File: config.mk
export PLATFORM = sky130hd
export DESIGN_NAME = mlp_argmax_driver
export DESIGN_NICKNAME = d
export VERILOG_FILES = /design/src/rtl/mlp_pkg.sv /design/src/rtl/argmax_cmp.sv /design/src/rtl/mlp_argmax_driver.sv
export SDC_FILE = /design/constraint.sdc
export NUM_CORES = 1
export LEC_CHECK = 0
export CAP_MARGIN = 10
export CORE_MARGIN = 2
export CORE_UTILIZATION = 30
export CTS_CLUSTER_SIZE = 16
export DETAILED_ROUTE_END_ITERATION = 6
export PLACE_DENSITY_LB_ADDON = 0.08
export SLEW_MARGIN = 5
export SYNTH_ARGS = -nofsm -noshare
export SYNTH_HDL_FRONTEND = slang
export SYNTH_SLANG_ARGS = --single-unit
File: constraint.sdc
create_clock -name clk -period 2.3 [get_ports clk]
set_input_delay 0.23 -clock clk [delete_from_list [all_inputs] [get_ports clk]]
set_output_delay 0.23 -clock clk [all_outputs]
set_load 0.005 [all_outputs]
File: src/rtl/mlp_pkg.sv
// Shared types and default sizing for the MLP argmax driver.
package mlp_pkg;

    typedef enum logic [1:0] {
        StIdle,
        StCollect,
        StDone
    } state_e;

    localparam int unsigned DefNClasses = 10;
    localparam int unsigned DefW        = 16;

endpackage

File: src/rtl/argmax_cmp.sv
// Combinational signed compare-and-select for a running argmax.
// Tie rule: ARGMAX_TIE_LAST_EN defined -> later index wins ties; undefined -> earlier index kept.
module argmax_cmp #(
    parameter int unsigned W    = 16,
    parameter int unsigned IdxW = 4
) (
    input  logic                first,
    input  logic signed [W-1:0] cand,
    input  logic [IdxW-1:0]     cand_idx,
    input  logic signed [W-1:0] cur_max,
    input  logic [IdxW-1:0]     cur_idx,
    output logic signed [W-1:0] sel_max,
    output logic [IdxW-1:0]     sel_idx
);

    logic take;

`ifdef ARGMAX_TIE_LAST_EN
    assign take = first || (cand >= cur_max);
`else
    assign take = first || (cand > cur_max);
`endif

    assign sel_max = take ? cand : cur_max;
    assign sel_idx = take ? cand_idx : cur_idx;

endmodule

File: src/rtl/mlp_argmax_driver.sv
// Collects one frame of output-layer scores and reports the maximum and its class index.
// Optional ARGMAX_TIE_LAST_EN (see argmax_cmp) resolves ties to the highest index.
module mlp_argmax_driver
    import mlp_pkg::*;
#(
    parameter int unsigned N_CLASSES = DefNClasses,
    parameter int unsigned W         = DefW,
    localparam int unsigned IdxW     = $clog2(N_CLASSES)
) (
    input  logic                clk,
    input  logic                reset,
    input  logic                start,
    input  logic                in_valid,
    input  logic signed [W-1:0] in_data,
    output logic                busy,
    output logic                done,
    output logic signed [W-1:0] result,
    output logic [IdxW-1:0]     index
);

    localparam logic [IdxW-1:0] LastIdx = IdxW'(N_CLASSES - 1);

    state_e              state_q, state_d;
    logic [IdxW-1:0]     cnt_q, cnt_d;
    logic signed [W-1:0] max_q, max_d;
    logic [IdxW-1:0]     idx_q, idx_d;
    logic signed [W-1:0] result_q, result_d;
    logic [IdxW-1:0]     index_q, index_d;

    logic signed [W-1:0] sel_max;
    logic [IdxW-1:0]     sel_idx;

    // The sample counter doubles as the class index of the incoming score.
    argmax_cmp #(
        .W    (W),
        .IdxW (IdxW)
    ) u_cmp (
        .first    (cnt_q == '0),
        .cand     (in_data),
        .cand_idx (cnt_q),
        .cur_max  (max_q),
        .cur_idx  (idx_q),
        .sel_max  (sel_max),
        .sel_idx  (sel_idx)
    );

    always_ff @(posedge clk) begin
        if (reset) begin
            state_q  <= StIdle;
            cnt_q    <= '0;
            max_q    <= '0;
            idx_q    <= '0;
            result_q <= '0;
            index_q  <= '0;
        end else begin
            state_q  <= state_d;
            cnt_q    <= cnt_d;
            max_q    <= max_d;
            idx_q    <= idx_d;
            result_q <= result_d;
            index_q  <= index_d;
        end
    end

    always_comb begin
        state_d  = state_q;
        cnt_d    = cnt_q;
        max_d    = max_q;
        idx_d    = idx_q;
        result_d = result_q;
        index_d  = index_q;
        unique case (state_q)
            StIdle, StDone: begin
                if (start) begin
                    state_d = StCollect;
                    cnt_d   = '0;
                end
            end
            StCollect: begin
                // A start here aborts the frame; in_valid alongside it is dropped.
                if (start) begin
                    cnt_d = '0;
                end else if (in_valid) begin
                    max_d = sel_max;
                    idx_d = sel_idx;
                    cnt_d = cnt_q + 1'b1;
                    if (cnt_q == LastIdx) begin
                        state_d  = StDone;
                        cnt_d    = '0;
                        result_d = sel_max;
                        index_d  = sel_idx;
                    end
                end
            end
            default: state_d = StIdle;
        endcase
    end

    assign busy   = (state_q == StCollect);
    assign done   = (state_q == StDone);
    assign result = result_q;
    assign index  = index_q;

endmodule

; Yosys cells after proc, flatten, opt, wreduce, memory -nomap -nowiden
; Index checks and enable logic that the tools add are counted.
[op_classes]
addsub = 1
n_lt_le_gt_ge = 1
n_eq_ne = 8
n_mux = 12
bitwise = 1
reduce_logical = 9
[op_table]
columns = operator, count
row1 = 4-bit two-way mux, 5
row2 = 16-bit > comparator, 1
row3 = 16-bit two-way mux, 1
row4 = 2-bit two-way mux, 4
row5 = 4-bit case mux with 2 select lines, 1
row6 = 4-bit AND reduction, 2
row7 = 2-bit != test (second input constant), 3
row8 = 3-bit AND reduction, 2
row9 = 4-bit by 1-bit adder with 4-bit output (second input constant), 1
row10 = 4-bit equality test (second input constant), 1
row11 = 4-bit zero test, 1
row12 = 2-bit case mux with 2 select lines, 1
row13 = 3-bit != test (second input constant), 1
row14 = 2-bit by 1-bit equality test with 1-bit output (second input constant), 1
row15 = 2-bit equality test (second input constant), 1
row16 = 2-bit zero test, 1
row17 = 2-bit by 1-bit != test with 1-bit output (second input constant), 1
row18 = 2-bit nonzero test, 1
row19 = 2-bit OR reduction, 1
row20 = 1-bit logical OR, 1
row21 = 1-bit inverter, 1
[totals]
reg_bits = 46
inputBits = 20
elab_cells = 38

; Depth between registers and ports, before layout
[depth]
depth_word = 5
depth_mapped = 11

; Cells and area by module
; Synthesis repeated with hierarchy kept, for this count alone.
[unflattened]
cells_unflattened = 299
area_unflattened_um2 = 2740.1
[by_module_without_submodules]
columns = mod, n_inst, cells_each, area_per_inst_um2, seq_area_each_um2
row1 = mlp_argmax_driver, 1, 219, 1985.7, 920.9
row2 = argmax_cmp, 1, 80, 754.5, 0.0

; Worst setup path after synthesis
; No wires, ideal clock.
[synth_path]
kind = register to register
start = register max_q[15]
end = register idx_q[0]
setup_time_ps = 128
arrival_ps = 2215
required_ps = 2172
setup_slack_ps = -43
path_stages_with_launch = 12
path_buffers = 2
synth_period_minus_slack_ps = 2343
path_cell_list = dfxtp_1 -> inv_1 -> ha_1 -> nand4_2 -> or2_2 -> and3b_1 -> or3b_4 -> a211oi_1 -> buf_4 -> buf_12 -> mux2i_1 -> nor2_1
[synth_via]
elab_chain_cells = 3
[synth_lines]
columns = element, line_no
row1 = start: declaration, mlp_argmax_driver.sv:25  ; logic signed [W-1:0] max_q, max_d;
row2 = start signal: assignment, mlp_argmax_driver.sv:58  ; max_q <= max_d;
row3 = 16-bit > comparator, argmax_cmp.sv:21  ; assign take = first || (cand > cur_max);
row4 = 1-bit logical OR, argmax_cmp.sv:21
row5 = 4-bit two-way mux, argmax_cmp.sv:25  ; assign sel_idx = take ? cand_idx : cur_idx;
row6 = end signal: assignment, mlp_argmax_driver.sv:59  ; idx_q <= idx_d;
row7 = end: declaration, mlp_argmax_driver.sv:26  ; logic [IdxW-1:0] idx_q, idx_d;
; Every way passes these cells.
; A chain may end at the register's enable or synchronous reset.

; Worst setup path after layout
[layout_path]
start = register max_q[7]
end = register max_q[13]
[layout_via]
elab_chain_cells = 3
[layout_lines]
columns = element, line_no
row1 = 16-bit > comparator, argmax_cmp.sv:21
row2 = 1-bit logical OR, argmax_cmp.sv:21
row3 = 16-bit two-way mux, argmax_cmp.sv:24  ; assign sel_max = take ? cand : cur_max;
; Every way passes these cells.

==> results.txt <==
Via count = 2037
Peak VDD IR = 0.000264 V
Post-synth top area cell = dfxtp_1
Crit path DAT = 2.66 ns
Worst Skew = 0.00702 ns
Fin area = 3520 µm²
Final setup margin = -0.164 ns
Critical Path End Type = register
Largest net degree at the start of global routing = 26
Site row count = 32
Final Hold Violating Endpoints = 0
Util after Layout = 0.456
EDFF count, synth = 0
Via/cell ratio = 4.65
Area contributors post-synth = dfxtp_1 39%, mux2i_1 15%, ha_1 9.9%
Kind of critical path = reg -> reg
Number of DRC markers in iteration 0 = 44
Worst-path clk slew = 0.09 ns
FF-to-FF path depth = 10
Core area = 7730 µm²
Max_cap viols = 0
Total power = 1.62 mW
Cells after Synth = 256
Crit path max fanout = 7
CTS tree = built
Initial DRT Pass Iterations = 5
Wl on met1 = 2.66 mm
R2R Path Start = max_q[7]
Synth Warn # = 0
DIE AREA = 8700 µm²
Outcome = finished, violations left
CP Data Required Time = 2.49 ns
Die width = 93.3 µm
Clk buf depth = 2
Area grow syn2layout = 47.4%
Routed Antenna Nets = 0
Initial Util = 0.309
Number of global-route vias before repair = 2045
Hold_sp = in_data[7]
Synth cell types = 38
Post-Syn Nets = 295
FMAX = 0.406 GHz
Setup violators final = 39
Ys flop type = dfxtp_1
Avg Cell Area, Syn = 9.34 µm²
# IOs = 42
DP Wirelength = 4.02 mm
Worst Hold Class = in -> reg
CTS HTree Levels = 2
Slew HR = 0.682
Hold path cells = 3
PortBufs = 41
Tcrit/Tclk final = 1.07
RSZ-0062 raised after global routing = true
GRT overflow = 0
CTS Hold Bufs = 0
Post-Route Setup TNS = -4.22 ns
Slew at the pin closest to its max-slew limit = 0.477 ns
RePlAce Congestion = 0.747
Die height = 93.3 µm
FFs w/ async S/R, synth = 0
Sequential share of the synthesized area = 0.385
Share of layout cells above drive strength 1 = 0.268
First-pass GRT wire length = 9.66 mm
CTS sink count = 46
Antenna violations before repair = 0
Routed wl met3 = 176 µm
P per Cell Area = 461 nW/µm²
Placed Area = 3150 µm²
Wire length per cell = 12.9 µm
Failing checks = setup timing
Total wire length = 5.63 mm
Top Layer Used = met4
Met2 Wirelength = 2.73 mm
Global router's overall resource usage = 0.140
Synthesized cell area = 2390 µm²
Clock buffer count from CTS = 5
Worst setup path start = max_q[7]
Net count, final = 374
Startpoint types = register
Final slew viol count = 0
DRC violations left = 0
Yosys reg bits = 46
Antenna cells = 0
Tmin final = 2.46 ns
Clock root cell = clkbuf_8
Leak = 1.41 nW
Worst-Skew Late Latency = 0.30 ns
Synth top area share = 0.385
[critical path: stages, from the launching register on]
cell,delay [ns]
dfxtp_1,0.34
inv_1,0.04
ha_1,0.30
buf_4,0.14
a21oi_1,0.17
a211oi_2,0.13
or3b_4,0.46
a211oi_4,0.32
buf_6,0.20
mux2i_1,0.21
nor2_1,0.05
[power breakdown]
| group | internal (mW) | switching, mW |
|---|---|---|
| Sequential | 0.808 | 0.00692 |
| Combinational | 0.154 | 0.136 |
| Clock | 0.243 | 0.277 |
[registers in the layout (all words and copies together) (netlist names)]
signal   cells
cnt_q        4
idx_q        4
index        4
max_q       16
result      16
state_q      2
[worst paths after layout]
| kind | end | slack (ns) |
|---|---|---|
| min reg2reg | idx_q[2] | 0.48 |
| max | max_q[13] | -0.16 |
| min | max_q[7] | 0.26 |
| max reg2reg | max_q[13] | -0.16 |
[cells by family after synthesis]
kind of cell,count (synthesis),share of synthesized area
buffers and inverters,34,0.0717
adders and majority gates,19,0.0995
DFF,46,0.385
AOI/OAI and AO/OA,43,0.127
and+or+nand+nor,73,0.146
xor gates and xnor gates,3,0.0110
muxes,38,0.160
[cells in the mapped netlist (3+ instances only)]
library cell  count
nand4_1           4
nor2b_1           4
nand2_1           4
a211oi_1         20
nor2_1           48
inv_1            21
dfxtp_1          46
clkbuf_1          9
ha_1             19
a21oi_1           9
o21ai_0           3
mux2i_1          37
a21o_1            3
[cell type report]
cell class,instances,area (µm²)
fillers,777,4200
well taps,102,128
clock inverters,1,5.00
clock buffers,7,86.3
flip-flops and latches,46,928
inverters,21,78.8
repair buffers,85,779
multi-input cells,176,1520
[timing repair]
action                                  in CTS  in global routing
resized for setup                           33                 20
pin swaps                                   15                 28
setup buffers                                3                  5
endpoints found under the setup margin      40                 40
cloned                                       1                  0
[through the flow]
step	hold slack, ns	setup slack [ns]	cells
6_report	0.260	-0.164	438
5_1_grt	0.296	-0.339	438
4_1_cts	0.366	-0.191	434
3_5_place_dp	0.459	-0.610	422
3_3_place_gp	0.452	-0.608	422
2_1_floorplan	0.377	-0.00595	256
[metal layers]
| metal | vias to the layer above | track usage |
|---|---|---|
| met2 | 34 | 0.232 |
| met3 | 5 | 0.0282 |
| met4 | 0 | 0.0441 |
| met5 | - | 0 |
| li1 | 1048 | - |
| met1 | 950 | 0.182 |
[cells in the final DEF (no fill, tap or decap), types with 2 or more instances in the layout]
master,Yosys,final
nor2_1,48,45
dfxtp_1,46,40
buf_4,1,37
mux2i_1,37,35
clkdlybuf4s50_1,0,31
inv_1,21,18
a211oi_1,20,16
ha_1,19,12
dlygate4sd2_1,0,8
a21oi_1,9,7
ha_4,0,7
clkbuf_8,0,6
dfxtp_2,0,6
buf_6,1,5
nand4_1,4,4
nand2_1,4,4
nor2b_1,4,3
inv_2,0,3
a21o_1,3,3
a211oi_2,0,3
nor2_2,0,3
o21ai_0,3,3
a21oi_2,1,2
nand3b_1,2,2
mux2i_2,0,2
xor2_1,2,2
a32o_1,2,2
dlymetal6s2s_1,0,2
buf_12,2,2
Power figures use the tool's default switching activity.
